--- src/rtl/alu_share_arbiter_if.sv ---
// Request/response bundle between the two bus-side masters and alu_share_arbiter.
// The master modport is the requester side and the slave modport is the arbiter side.
interface alu_share_arbiter_if;
  logic        req0;
  logic [1:0]  op0;
  logic [31:0] a0;
  logic [31:0] b0;
  logic        req1;
  logic [1:0]  op1;
  logic [31:0] a1;
  logic [31:0] b1;
  logic        ack0;
  logic        ack1;
  logic [31:0] result;
  logic        gnt_id;
  logic        busy;

  modport master (
    output req0, op0, a0, b0, req1, op1, a1, b1,
    input  ack0, ack1, result, gnt_id, busy
  );

  modport slave (
    input  req0, op0, a0, b0, req1, op1, a1, b1,
    output ack0, ack1, result, gnt_id, busy
  );
endinterface

--- src/rtl/alu_share_arbiter.sv ---
// Two-requester arbiter/sequencer for the shared 32-bit ALU: grant, latch, execute, one-cycle ack.
// Build option ALU_ARB_ROUND_ROBIN_EN selects round-robin tie-break; otherwise requester 0 wins ties.
module alu_share_arbiter (
  input logic                clk,
  input logic                rst_n,
  alu_share_arbiter_if.slave bus
);

  typedef enum logic [1:0] {
    IDLE = 2'd0,
    EXEC = 2'd1,
    DONE = 2'd2
  } state_t;

  state_t      state;
  state_t      state_nxt;
  logic        take;
  logic        sel;
  logic        tie_winner;
  logic [1:0]  op_q;
  logic [31:0] a_q;
  logic [31:0] b_q;
  logic [31:0] alu_out;
  logic [31:0] result_q;
  logic        gnt_q;
  logic        ack0_q;
  logic        ack1_q;

`ifdef ALU_ARB_ROUND_ROBIN_EN
  // Remembers the last winner; resets to 1 so requester 0 takes the first tie.
  logic last_gnt;

  always_ff @(posedge clk or negedge rst_n) begin
    if (!rst_n) begin
      last_gnt <= 1'b1;
    end else if (take) begin
      last_gnt <= sel;
    end
  end

  assign tie_winner = ~last_gnt;
`else
  assign tie_winner = 1'b0;
`endif

  always_ff @(posedge clk or negedge rst_n) begin
    if (!rst_n) begin
      state <= IDLE;
    end else begin
      state <= state_nxt;
    end
  end

  // Requests are only looked at in IDLE; EXEC and DONE always advance.
  always_comb begin
    state_nxt = state;
    take      = 1'b0;
    sel       = 1'b0;
    case (state)
      IDLE: begin
        if (bus.req0 || bus.req1) begin
          take      = 1'b1;
          state_nxt = EXEC;
          sel       = (bus.req0 && bus.req1) ? tie_winner : bus.req1;
        end
      end
      EXEC:    state_nxt = DONE;
      DONE:    state_nxt = IDLE;
      default: state_nxt = IDLE;
    endcase
  end

  always_comb begin
    alu_out = 32'd0;
    case (op_q)
      2'b00:   alu_out = a_q & b_q;
      2'b01:   alu_out = a_q | b_q;
      2'b10:   alu_out = a_q + b_q;
      default: alu_out = a_q ^ b_q;
    endcase
  end

  // Operands are captured on the grant edge so later bus changes cannot disturb the operation.
  always_ff @(posedge clk or negedge rst_n) begin
    if (!rst_n) begin
      op_q     <= 2'b00;
      a_q      <= 32'd0;
      b_q      <= 32'd0;
      gnt_q    <= 1'b0;
      result_q <= 32'd0;
      ack0_q   <= 1'b0;
      ack1_q   <= 1'b0;
    end else begin
      ack0_q <= 1'b0;
      ack1_q <= 1'b0;
      if (take) begin
        op_q  <= sel ? bus.op1 : bus.op0;
        a_q   <= sel ? bus.a1  : bus.a0;
        b_q   <= sel ? bus.b1  : bus.b0;
        gnt_q <= sel;
      end
      if (state == EXEC) begin
        result_q <= alu_out;
        ack0_q   <= ~gnt_q;
        ack1_q   <= gnt_q;
      end
    end
  end

  assign bus.ack0   = ack0_q;
  assign bus.ack1   = ack1_q;
  assign bus.result = result_q;
  assign bus.gnt_id = gnt_q;
  assign bus.busy   = (state != IDLE);

endmodule

--- src/flat_wrapper.sv ---
// flat-port wrapper written by rule: the top's interface ports become plain ports
module alu_share_arbiter_flat 
  (clk, rst_n, bus_req0, bus_op0, bus_a0, bus_b0, bus_req1, bus_op1, bus_a1, bus_b1, bus_ack0, bus_ack1, bus_result, bus_gnt_id, bus_busy);
  alu_share_arbiter_if bus_i ();
  input logic clk;
  input logic rst_n;
  input wire logic [$bits(bus_i.req0)-1:0] bus_req0;
  input wire logic [$bits(bus_i.op0)-1:0] bus_op0;
  input wire logic [$bits(bus_i.a0)-1:0] bus_a0;
  input wire logic [$bits(bus_i.b0)-1:0] bus_b0;
  input wire logic [$bits(bus_i.req1)-1:0] bus_req1;
  input wire logic [$bits(bus_i.op1)-1:0] bus_op1;
  input wire logic [$bits(bus_i.a1)-1:0] bus_a1;
  input wire logic [$bits(bus_i.b1)-1:0] bus_b1;
  output wire logic [$bits(bus_i.ack0)-1:0] bus_ack0;
  output wire logic [$bits(bus_i.ack1)-1:0] bus_ack1;
  output wire logic [$bits(bus_i.result)-1:0] bus_result;
  output wire logic [$bits(bus_i.gnt_id)-1:0] bus_gnt_id;
  output wire logic [$bits(bus_i.busy)-1:0] bus_busy;
  assign bus_i.req0 = bus_req0;
  assign bus_i.op0 = bus_op0;
  assign bus_i.a0 = bus_a0;
  assign bus_i.b0 = bus_b0;
  assign bus_i.req1 = bus_req1;
  assign bus_i.op1 = bus_op1;
  assign bus_i.a1 = bus_a1;
  assign bus_i.b1 = bus_b1;
  assign bus_ack0 = bus_i.ack0;
  assign bus_ack1 = bus_i.ack1;
  assign bus_result = bus_i.result;
  assign bus_gnt_id = bus_i.gnt_id;
  assign bus_busy = bus_i.busy;
  alu_share_arbiter u_core (.clk(clk), .rst_n(rst_n), .bus(bus_i));
endmodule
--- config.mk ---
export PLATFORM = sky130hd
export DESIGN_NAME = alu_share_arbiter_flat
export DESIGN_NICKNAME = d
export VERILOG_FILES = /design/src/rtl/alu_share_arbiter_if.sv /design/src/rtl/alu_share_arbiter.sv /design/src/flat_wrapper.sv
export SDC_FILE = /design/constraint.sdc
export NUM_CORES = 1
export LEC_CHECK = 0
export CAP_MARGIN = 20
export CORE_ASPECT_RATIO = 1.4
export CORE_UTILIZATION = 52
export DETAILED_ROUTE_END_ITERATION = 6
export PLACE_DENSITY = 0.85
export SLEW_MARGIN = 20
export SYNTH_ARGS = -nofsm -noshare
export SYNTH_HDL_FRONTEND = slang
export SYNTH_SLANG_ARGS = --single-unit
--- constraint.sdc ---
create_clock -name clk -period 2.7 [get_ports clk]
set_clock_uncertainty 0.1 [all_clocks]
set_input_delay 0.81 -clock clk [delete_from_list [all_inputs] [get_ports clk]]
set_output_delay 0.81 -clock clk [all_outputs]
set_load 0.02 [all_outputs]
; Yosys cells after proc, flatten, opt, wreduce, memory -nomap -nowiden
; Index checks and enable logic that the tools add are counted.
[totals]
word_cells = 35
output_inout_bits = 36
input_bits = 136
register_bits = 103
[op_classes]
n_bitwise = 4
reduce_logical = 5
muxes = 13
add_sub_neg = 1
eq_ne = 4
[ops]
columns = cell, count
row1 = 32-bit one-hot mux with 3 select lines, 1
row2 = 32-bit 2-to-1 mux, 2
row3 = 32-bit adder, 1
row4 = 32-bit bitwise AND, 1
row5 = 32-bit OR, 1
row6 = 32-bit bitwise XOR, 1
row7 = 1-bit 2-to-1 mux, 7
row8 = 2-bit by 1-bit equality test with 1-bit output (second input constant), 2
row9 = 2-bit zero test, 2
row10 = 2-bit 2-to-1 mux, 2
row11 = 2-bit one-hot mux with 2 select lines, 1
row12 = 2-bit equality test (second input constant), 1
row13 = 2-bit by 1-bit != test with 1-bit output (second input constant), 1
row14 = 2-bit nonzero test, 1
row15 = 1-bit logical AND, 1
row16 = 1-bit logical OR, 1
row17 = 1-bit inverter, 1

; Longest topological paths before layout
[depth]
depth_word = 5
depth_mapped = 11
ltp_nobuf = 10

; Worst setup path after synthesis
; OpenSTA, ideal clock, no wires.
[synth_timing]
path_type = register to register
startpoint = register u_core.b_q[4]
endpoint = register u_core.result_q[28], in the netlist u_core.bus.result[28]
path_buffers = 0
setup_ns = 0.094
stages_incl_launch_ff = 11
period_less_slack_ns = 2.360
path_slack_ns = 0.340
t_required_ns = 2.506
arrival_time_ns = 2.167
path_cell_list = dfrtp_1 > inv_1 > ha_1 > o21ai_0 > or2b_2 > a41oi_2 > a21o_2 > nor3_2 > nor4_2 > xor2_1 > a221oi_2
[synth_between]
elab_chain_len = 2
[synth_rtl]
columns = element, line_no
row1 = "start, declared", alu_share_arbiter.sv:22  ; logic [31:0] b_q;
row2 = "start signal, assigned", alu_share_arbiter.sv:99  ; b_q <= sel ? bus.b1 : bus.b0;
row3 = 32-bit adder, alu_share_arbiter.sv:78  ; 2'b10: alu_out = a_q + b_q;
row4 = 32-bit one-hot mux with 3 select lines, alu_share_arbiter.sv:75  ; case (op_q)
row5 = "end signal, assigned", alu_share_arbiter.sv:103  ; result_q <= alu_out;
row6 = "end, declared", alu_share_arbiter.sv:24  ; logic [31:0] result_q;
; No other way between the ends.
; A chain may end at the register's enable or synchronous reset.

; Worst setup path after layout
[layout_timing]
startpoint = register u_core.b_q[1]
endpoint = register u_core.result_q[31], in the netlist u_core.bus.result[31]
; Same word-level chain as after synthesis.

==> results_dict.tcl <==
set metrics [dict create \
    syn_nets 1091 \
    die_h_um 145 \
    r2r-end "u_core.bus.result[31]$_DFFE_PN0N_" \
    hold_viol 0 \
    synth_area_mm2 0.00762 \
    gr-total-overflow 0 \
    viasPerCell 5.64 \
    synthFlopType "dfrtp_1" \
    cts_buffer_depth 2 \
    grt_max_degree 86 \
    max_slew_margin 0.508 \
    synth_top_area_share 0.338 \
    slowest_delay_ns 0.37 \
    status "completed" \
    clock_latency_ns 0.34 \
    synthMuxAreaShare 0.0923 \
    ir_worst_vdd_uv 687 \
    cts_tree "done" \
    layout_setup_ws_ns 0.114 \
    nFillCells 1144 \
    postCtsHoldBufs 0 \
    powerDensity_mw_per_mm2 1370 \
    slew_violations 0 \
    total_power_w 0.0135 \
    crit_family "compound AO/OA/AOI/OAI gates" \
    rr_startpoint "u_core.b_q[1]$_DFFE_PN0P_" \
    endpoint "u_core.bus.result[31]$_DFFE_PN0N_" \
    synth_adder_area_share 0.107 \
    dieArea_mm2 0.0151 \
    hold_path_class "primary input to asynchronous set/reset pin" \
    synth_common_cells "nor2_1 (132), a21oi_1 (127), dfrtp_1 (103)" \
    cts_num_sinks 103 \
    ys_warn_count 0 \
    critPathMaxFanout 4 \
    grt_pass1_wl_mm 32.6 \
    ff2ff_setup_slack_ns 0.11 \
    synth_top_family_by_area "compound AO/OA/AOI/OAI gates" \
    synth.area.top_cells "dfrtp_1 (34%), ha_1 (11%), mux2i_1 (8.9%)" \
    start_util 0.530 \
    boundaryPins 172 \
    rsz0062_at_grt "yes" \
    post-route-min-period_ns 2.59 \
    slowest_stage "dfrtp_1" \
    numPortBuffers 171 \
    whs_ns 0.319 \
    synth-seq-cells 103 \
    worst_pin_slew_ns 0.735 \
    crit_start "u_core.b_q[1]$_DFFE_PN0P_" \
    cp_num_buf_inv 2 \
    nNetsFinal 1245 \
    setup_viol 0 \
    postRouteAntennaNets 0 \
    fp.dieW_um 104 \
    synth_top_area_cell "dfrtp_1" \
    dpl_worst_slack_ns 0.0896 \
    vias 6979 \
    wl_per_cell_um 15.8 \
    antenna_found_initial 0 \
    startpoint_type "register" \
    rows 52 \
    numCtsBuffers 9 \
    crit_required_ns 2.84 \
    grt.total_usage 0.267 \
    rr_worst_depth 11 \
    synth.most_common_cell "nor2_1" \
    cts.clk_slew.worst_paths_ns 0.07 \
    dpl.hpwl_mm 15.0 \
    synth-xor-area-share 0.0230 \
    final_core_util 0.685 \
    htreeDepth 3 \
    synth-seq-area-share 0.338 \
    clockRootBuffer "clkbuf_16" \
    cp.arrival_ns 2.73 \
    gp_congestion 0.886 \
    critical_path_class "register to register" \
    drt_drc_violations_left 0 \
    synthCells 890 \
    fmax_ghz 0.387 \
    min_period_over_period 0.958 \
    num_antenna_cells 0 \
    core-area_mm2 0.0144 \
    synth_cell_type_count 70 \
    yosys.area_share.simple 0.141 \
    dr.pass1.iters 5 \
    path_cells "inv_1 -> ha_1 -> a211oi_2 -> o211ai_1 -> buf_4 -> a31oi_4 -> o211ai_4 -> a31o_4 -> nand3_2 -> o31ai_2 -> a221oi_1" \
    cp.depth 11 \
    drt-initial-drc-count 245 \
    syn_to_final_growth_pct 29.3 \
    cp-end-kind "register" \
    synth_enable_flop_cells 0 \
    p_leak_nw 4.30 \
    grt_pass1_vias 6983 \
    synth_compound_area_frac 0.217 \
    avgSynthCellArea_um2 8.56 \
    async_reset_ff_frac 1.00 \
    drv_cap 0 \
    drive_above_1_share 0.0810 \
    wirelength_mm 19.6 \
]
## layout make-up
cell class / instances / area (um2) / share of cell area
multi-input cells: 656 / 4470 / 0.454
clock buffers: 10 / 229 / 0.0232
well taps: 189 / 236 / 0.0240
clock inverters: 6 / 43.8 / 0.00444
inverters: 71 / 267 / 0.0270
flip-flops and latches: 103 / 2580 / 0.262
repair buffers: 203 / 2020 / 0.205
## repair_timing
action | 4_1_cts | 5_1_grt
endpoints found under the setup margin | 0 | 11
buffers inserted | 0 | 1
gates resized for setup | 0 | 8
## stage by stage
stage | TNS [ns] | std cells | cell area, um2
floorplan | 0 | 890 | 7620
global placement | 0 | 1221 | 9540
detailed placement | 0 | 1221 | 9540
CTS | 0 | 1237 | 9810
global route | -0.0707 | 1238 | 9850
finish | 0 | 1238 | 9850
## routing by layer
metal	GRT usage	wire (um)	vias to the layer above
met3	0.0288	538	51
met1	0.298	7870	3348
met4	0.119	737	0
met5	0	0	-
met2	0.501	10400	168
li1	-	-	3412
## logic make-up (layout without fill, tap and decap cells)
kind of cell	count (synthesis)	in the layout
AO/OA/AOI/OAI	261	261
XOR/XNOR	20	20
adder cells (fa/ha/maj)	65	65
buffers and inverters	131	290
flip-flops	103	103
multiplexers	69	69
AND/OR/NAND/NOR	241	241
## placed cells by master (no fill, tap or decap), types with 3 or more instances in the layout
master,count
a31oi_1,9
inv_1,70
and3_1,3
a211oi_1,19
a311oi_1,3
nand2_1,46
nor3_1,5
o311ai_1,3
a21oi_1,126
nor2b_1,3
buf_12,6
clkbuf_16,9
xor2_1,8
o21ai_0,31
a22oi_1,6
dfrtp_1,101
nand4_1,16
o21ai_1,6
nor2_1,131
a21o_1,11
o22ai_1,4
o21bai_1,3
a21oi_2,6
o221ai_1,3
ha_1,65
mux2i_1,68
buf_4,27
clkdlybuf4s50_1,170
xnor2_1,12
o21a_1,3
nand3_1,9
nand2b_1,9
o211ai_1,5
## report_power, final
part / internal (W) / total [W] / switching [W]
clock: 0.000632 / 0.00123 / 0.000597
combinational: 0.00390 / 0.00918 / 0.00528
sequential: 0.00233 / 0.00305 / 0.000724
total: 0.00686 / 0.0135 / 0.00660
## sequential cells by signal, summed over array words and instances, names as in the netlist
signal and flops:
u_core.bus.result 32, u_core.b_q 32, u_core.bus.ack1 1, u_core.bus.ack0 1, u_core.state 2, u_core.bus.gnt_id 1, u_core.a_q 32, u_core.op_q 2
## how the worst min path moves through the flow
stage,startpoint,to,cells after the start
3_5_place_dp,u_core.bus.gnt_id$_DFFE_PN0P_,u_core.bus.ack0$_DFF_PN0_,1
4_1_cts,rst_n,u_core.a_q[19]$_DFFE_PN0P_,1
5_1_grt,rst_n,u_core.a_q[19]$_DFFE_PN0P_,1
3_3_place_gp,u_core.bus.gnt_id$_DFFE_PN0P_,u_core.bus.ack0$_DFF_PN0_,1
2_1_floorplan,rst_n,u_core.a_q[0]$_DFFE_PN0P_,0
6_report,rst_n,u_core.a_q[19]$_DFFE_PN0P_,1
No activity file was read; power rests on OpenSTA's default activity.
